`src/rtl/pipe_stage_reg_pkg.sv`:
```
// -----------------------------------------------------------------------------
// pipe_pkg
// Shared types and default widths for the generic inter-stage pipeline
// register (pipe_stage_reg) and its storage slot (pipe_slot).
//   pipe_state_t     : EMPTY (M invalid), FULL (M valid), SKID (M and S valid)
//   PIPE_DATA_W_DEF  : default payload width
//   PIPE_CTRL_W_DEF  : default control-bit width
//   PIPE_CNT_W_DEF   : default stall-counter width
// -----------------------------------------------------------------------------
package pipe_pkg;

    typedef enum logic [1:0] {
        EMPTY = 2'd0,
        FULL  = 2'd1,
        SKID  = 2'd2
    } pipe_state_t;

    localparam int PIPE_DATA_W_DEF = 64;
    localparam int PIPE_CTRL_W_DEF = 8;
    localparam int PIPE_CNT_W_DEF  = 16;

endpackage

```
`src/rtl/pipe_stage_reg_slot.sv`:
```
// -----------------------------------------------------------------------------
// pipe_slot
// One storage slot of the pipeline register: a W-bit word register with a
// load enable plus an independent valid flop. The valid flop is rewritten
// every cycle from valid_d_i; the word only changes on load_i, so clearing
// the valid bit (flush) leaves the held payload untouched.
// Ports:
//   clk       in   clock
//   rst       in   synchronous active-high reset (word and valid cleared)
//   load_i    in   capture data_i into the word register
//   data_i    in   W-bit word to capture
//   valid_d_i in   next value of the valid flop
//   data_o    out  registered word
//   valid_o   out  registered valid bit
// -----------------------------------------------------------------------------
module pipe_slot #(
    parameter int W = 72
) (
    input  logic         clk,
    input  logic         rst,
    input  logic         load_i,
    input  logic [W-1:0] data_i,
    input  logic         valid_d_i,
    output logic [W-1:0] data_o,
    output logic         valid_o
);

    logic [W-1:0] data_q;
    logic         valid_q;

    always_ff @(posedge clk) begin
        if (rst) begin
            data_q  <= '0;
            valid_q <= 1'b0;
        end else begin
            valid_q <= valid_d_i;
            if (load_i) begin
                data_q <= data_i;
            end
        end
    end

    assign data_o  = data_q;
    assign valid_o = valid_q;

endmodule

```
`src/rtl/pipe_stage_reg.sv`:
```
// -----------------------------------------------------------------------------
// pipe_stage_reg
// Generic valid/ready pipeline register placed between core stages. Holds a
// payload and control bits in main slot M; control bits are masked to zero
// whenever the output is not valid so bubbles can never write state.
// Build option: define PIPE_STAGE_SKID_EN to add skid slot S, which lets
// in_ready be a pure register decode (no combinational path from out_ready).
// Ports:
//   clk        in   clock
//   rst        in   synchronous active-high reset (highest priority)
//   flush      in   drop held and incoming beats at the next edge
//   in_valid   in   upstream beat present
//   in_ready   out  beat accepted this cycle
//   in_data    in   DATA_W upstream payload
//   in_ctrl    in   CTRL_W upstream control bits
//   out_valid  out  downstream beat present
//   out_ready  in   downstream accepts beat
//   out_data   out  DATA_W registered payload
//   out_ctrl   out  CTRL_W registered control bits, zero when !out_valid
//   stall_cnt  out  CNT_W saturating count of out_valid && !out_ready cycles
// -----------------------------------------------------------------------------
module pipe_stage_reg
    import pipe_pkg::*;
#(
    parameter int DATA_W = PIPE_DATA_W_DEF,
    parameter int CTRL_W = PIPE_CTRL_W_DEF,
    parameter int CNT_W  = PIPE_CNT_W_DEF
) (
    input  logic              clk,
    input  logic              rst,
    input  logic              flush,
    input  logic              in_valid,
    output logic              in_ready,
    input  logic [DATA_W-1:0] in_data,
    input  logic [CTRL_W-1:0] in_ctrl,
    output logic              out_valid,
    input  logic              out_ready,
    output logic [DATA_W-1:0] out_data,
    output logic [CTRL_W-1:0] out_ctrl,
    output logic [CNT_W-1:0]  stall_cnt
);

    localparam int SLOT_W = DATA_W + CTRL_W;
    localparam logic [CNT_W-1:0] CNT_MAX = '1;

    logic [SLOT_W-1:0] in_word;
    logic [SLOT_W-1:0] m_word_d;
    logic [SLOT_W-1:0] m_word_q;
    logic              m_valid_q;
    logic              m_load;
    pipe_state_t       state;
    pipe_state_t       state_d;
    logic              x_fire;
    logic              y_fire;
    logic [CNT_W-1:0]  stall_cnt_q;

`ifdef PIPE_STAGE_SKID_EN
    logic [SLOT_W-1:0] s_word_q;
    logic              s_valid_q;
    logic              s_load;
    logic              m_from_s;
`endif

    assign in_word = {in_ctrl, in_data};
    assign x_fire  = in_valid && in_ready;
    assign y_fire  = out_valid && out_ready;

    // The slot valid flops are the state register; decode them here.
    always_comb begin
`ifdef PIPE_STAGE_SKID_EN
        if (s_valid_q) begin
            state = SKID;
        end else
`endif
        if (m_valid_q) begin
            state = FULL;
        end else begin
            state = EMPTY;
        end
    end

    always_comb begin
        state_d = state;
        m_load  = 1'b0;
`ifdef PIPE_STAGE_SKID_EN
        s_load   = 1'b0;
        m_from_s = 1'b0;
`endif
        case (state)
            EMPTY: begin
                if (x_fire) begin
                    state_d = FULL;
                    m_load  = 1'b1;
                end
            end
            FULL: begin
                if (x_fire && y_fire) begin
                    m_load = 1'b1;
                end else if (y_fire) begin
                    state_d = EMPTY;
                end
`ifdef PIPE_STAGE_SKID_EN
                else if (x_fire) begin
                    // Downstream stalled but in_ready was already high:
                    // park the beat in the skid slot.
                    state_d = SKID;
                    s_load  = 1'b1;
                end
`endif
            end
            SKID: begin
`ifdef PIPE_STAGE_SKID_EN
                if (y_fire) begin
                    state_d  = FULL;
                    m_load   = 1'b1;
                    m_from_s = 1'b1;
                end
`endif
            end
            default: state_d = EMPTY;
        endcase

        // Flush only clears valid bits; payload registers keep their contents.
        if (flush) begin
            state_d = EMPTY;
            m_load  = 1'b0;
`ifdef PIPE_STAGE_SKID_EN
            s_load  = 1'b0;
`endif
        end
    end

`ifdef PIPE_STAGE_SKID_EN
    assign m_word_d = m_from_s ? s_word_q : in_word;
    assign in_ready = (state != SKID) && !rst;

    pipe_slot #(.W(SLOT_W)) u_slot_s (
        .clk       (clk),
        .rst       (rst),
        .load_i    (s_load),
        .data_i    (in_word),
        .valid_d_i (state_d == SKID),
        .data_o    (s_word_q),
        .valid_o   (s_valid_q)
    );
`else
    assign m_word_d = in_word;
    assign in_ready = !rst && (!m_valid_q || out_ready);
`endif

    pipe_slot #(.W(SLOT_W)) u_slot_m (
        .clk       (clk),
        .rst       (rst),
        .load_i    (m_load),
        .data_i    (m_word_d),
        .valid_d_i (state_d != EMPTY),
        .data_o    (m_word_q),
        .valid_o   (m_valid_q)
    );

    always_ff @(posedge clk) begin
        if (rst) begin
            stall_cnt_q <= '0;
        end else if (out_valid && !out_ready && (stall_cnt_q != CNT_MAX)) begin
            stall_cnt_q <= stall_cnt_q + 1'b1;
        end
    end

    assign out_valid = m_valid_q;
    assign out_data  = m_word_q[DATA_W-1:0];
    assign out_ctrl  = m_word_q[SLOT_W-1:DATA_W] & {CTRL_W{m_valid_q}};
    assign stall_cnt = stall_cnt_q;

endmodule

```
`config.mk`:
```
export PLATFORM = sky130hd
export DESIGN_NAME = pipe_stage_reg
export DESIGN_NICKNAME = d
export VERILOG_FILES = /design/src/rtl/pipe_stage_reg_pkg.sv /design/src/rtl/pipe_stage_reg_slot.sv /design/src/rtl/pipe_stage_reg.sv
export SDC_FILE = /design/constraint.sdc
export NUM_CORES = 1
export LEC_CHECK = 0
export ABC_AREA = 1
export CORE_AREA = 5 5 107 109
export CTS_CLUSTER_DIAMETER = 80
export DETAILED_ROUTE_END_ITERATION = 16
export DIE_AREA = 0 0 112 114
export HOLD_SLACK_MARGIN = 0.06
export PLACE_DENSITY = 0.83
export SYNTH_ARGS = -nofsm -noshare
export SYNTH_HDL_FRONTEND = slang
export SYNTH_HIERARCHICAL = 1
export SYNTH_SLANG_ARGS = --single-unit
```
`constraint.sdc`:
```
create_clock -name clk -period 4 [get_ports clk]
set_input_delay 0.8 -clock clk [delete_from_list [all_inputs] [get_ports clk]]
set_output_delay 0.8 -clock clk [all_outputs]
set_load 0.02 [all_outputs]
```
==> qor.yml <==
run_status:
  status: "completed"
sta:
  setup-tns-final_ps: 0
  whs_ps: 471
  fmax_mhz: 327
  drv_slew: 0
  relSlewSlack: 0.479
  hold_viol_final: 0
  fin_ws_ps: 944
  tightest_slew_ps: 782
  finalCritPeriodShare: 0.764
  rsz0062_at_grt: "false"
  final-setup-viol-count: 0
  clock_skew_ps: 4.33
  finalWorstPathRequiredPeriod_ps: 3060
clock_network:
  htreeDepth: 3
  root_buffer: "clkbuf_8"
  cts_resized: 0
  hold_buffers: 0
  clockBufferDepth: 2
  cts_tree: "done"
  cts.reportedPaths.clkPinSlew_ps: 90
  numCtsBuffers: 9
  clock_latency_ps: 350
  cts.sinks: 89
  cts_setup_buffers: 0
yosys:
  synthFlopType: "dfxtp_1"
  synth-seq-area-share: 0.442
  synth_area_per_cell_um2: 6.37
  netlist_instances: 632
  syn-cell-area_um2: 4030
  syn-num-nets: 710
  synthArstFlopShare: 0
  synth.distinct_cells: 22
  ys_ff_latch: 89
  synth_edf_count: 0
  yosysWarnings: 6
setup_path:
  r2r_start: "u_slot_m/valid_o"
  worstSetupEndpointType: "output pin"
  start_kind: "input port"
  critPathRequiredTime_ps: 3200
  r2r-end: "u_slot_m/data_o[49]"
  cp.arrival_ps: 2260
  critPathKind: "in2out"
  reg2reg_depth: 9
  worstPathMaxFanout: 5
  rrSetupSlack_ps: 1940
layout:
  fin_area_um2: 5930
  area_delta_synth_final_pct: 47.1
  final_nets: 865
  fin_cells: 932
  num_antenna_cells: 0
  fin_util: 0.564
  drive_gt1_frac: 0.0467
  final_common_cell: "nand2_1"
  n_fill_cell: 1000
  most-common-layout-cells: "nand2_1, nor2_1, clkdlybuf4s50_1"
placement:
  dp_hpwl_mm: 7.19
  detailedPlace.worstSlack_ps: 943
  dpl_cell_area_um2: 5720
  dp_cells: 916
  port_buffers: 166
  gp_congestion: 0.834
power_and_ir_drop:
  power_density_nw_per_um2: 320
  p_sw_frac: 0.254
  pwr-share-seq: 0.497
  irDropWorstVdd_uv: 186
  intPower_mw: 1.42
  comb_power_share: 0.165
  clockPowerShare: 0.338
  power_leakage_nw: 2.73
  power_mw: 1.90
  p_switching_uw: 482
job:
  drv_cap: 0
floorplan:
  rows: 38
  die_area_um2: 12800
  dieHeight_um: 114
  die_width_um: 112
  pin_count: 167
  coreArea_um2: 10500
  start_util: 0.383
hold_path:
  hold_path_depth: 2
  worst_hold_path.endpoint: "u_slot_m/data_o[68]"
  hp-start: "u_slot_m/data_o[68]"
  hold_path_class: "reg2reg"
route:
  viasPerCell: 4.13
  drc_errors: 0
  wl_per_cell_um: 10.6
  drtPass1Iterations: 5
  drt_wl_total_mm: 9.88
  ant_nets: 0
  vias: 3853
  drt_iter0_markers: 194
global_route:
  grt_use_total: 0.152
  grt.overflow.total: 0
  antenna_found_initial: 1
  grt_pass1_vias: 3434
  grt_max_degree: 83
  grt_pass1_wl_mm: 16.0
[layer usage]
layer	global-route usage	up-vias	wire length, um
li1	-	2115	-
met1	0.165	1617	4020
met2	0.266	102	4790
met3	0.0663	17	870
met4	0.0521	2	191
met5	0	-	13
[worst max-delay path: stages]
cell and delay, ps:
clkdlybuf4s50_1 460, inv_1 70, nand2_4 110, inv_2 70, nor2_1 120, clkdlybuf4s50_1 620
[area by class of cell]
cell class | instances | area (um^2) | share of cell area
well taps | 140 | 175 | 0.0296
flip-flops and latches | 89 | 1780 | 0.301
clock buffers | 13 | 159 | 0.0268
multi-input cells | 420 | 1710 | 0.288
clock inverters | 3 | 47.5 | 0.00802
repair buffers | 170 | 1690 | 0.285
inverters | 97 | 364 | 0.0614
[worst max-delay path by stage]
stage,startpoint,end,slack (ps),cells after the start
floorplan,out_ready,u_slot_m/data_o[61],1890,11
global placement,out_ready,in_ready,920,6
detailed placement,out_ready,in_ready,940,6
CTS,out_ready,in_ready,930,6
global route,out_ready,in_ready,860,6
finish,out_ready,in_ready,940,6
[registers in the layout (all words and copies together), names as in the netlist]
register and count:
u_slot_m/valid_o 1, stall_cnt 16, u_slot_m/data_o 72
[cell usage after synthesis (2+ instances only)]
cell / instances / share of area
nand2_1: 198 / 0.18
nor2_1: 185 / 0.17
inv_1: 95 / 0.089
dfxtp_1: 89 / 0.44
buf_2: 11 / 0.014
a21oi_1: 8 / 0.0099
buf_6: 8 / 0.022
nand3_1: 8 / 0.0099
nor2_2: 6 / 0.0093
clkbuf_1: 4 / 0.0037
nor2_4: 4 / 0.011
buf_4: 3 / 0.0056
nand2_2: 3 / 0.0047
inv_2: 2 / 0.0019
[cell families after synthesis]
kind of cell / after synthesis / share of synthesized area
AOI/OAI and AO/OA: 9 / 0.0112
adders and majority gates: 1 / 0.00311
buffers and inverters: 123 / 0.136
DFF: 89 / 0.442
and+or+nand+nor: 410 / 0.408
[power by group through the flow]
stage / registers, mW / clock network [mW] / logic (mW)
5_1_grt: 0.949 / 0.701 / 0.345
4_1_cts: 0.944 / 0.667 / 0.316
3_3_place_gp: 0.962 / 0 / 0.313
6_report: 0.943 / 0.642 / 0.313
2_1_floorplan: 1.00 / 0 / 0.117
3_5_place_dp: 0.964 / 0 / 0.315
Note: power is estimated with default switching activity, not from simulation.
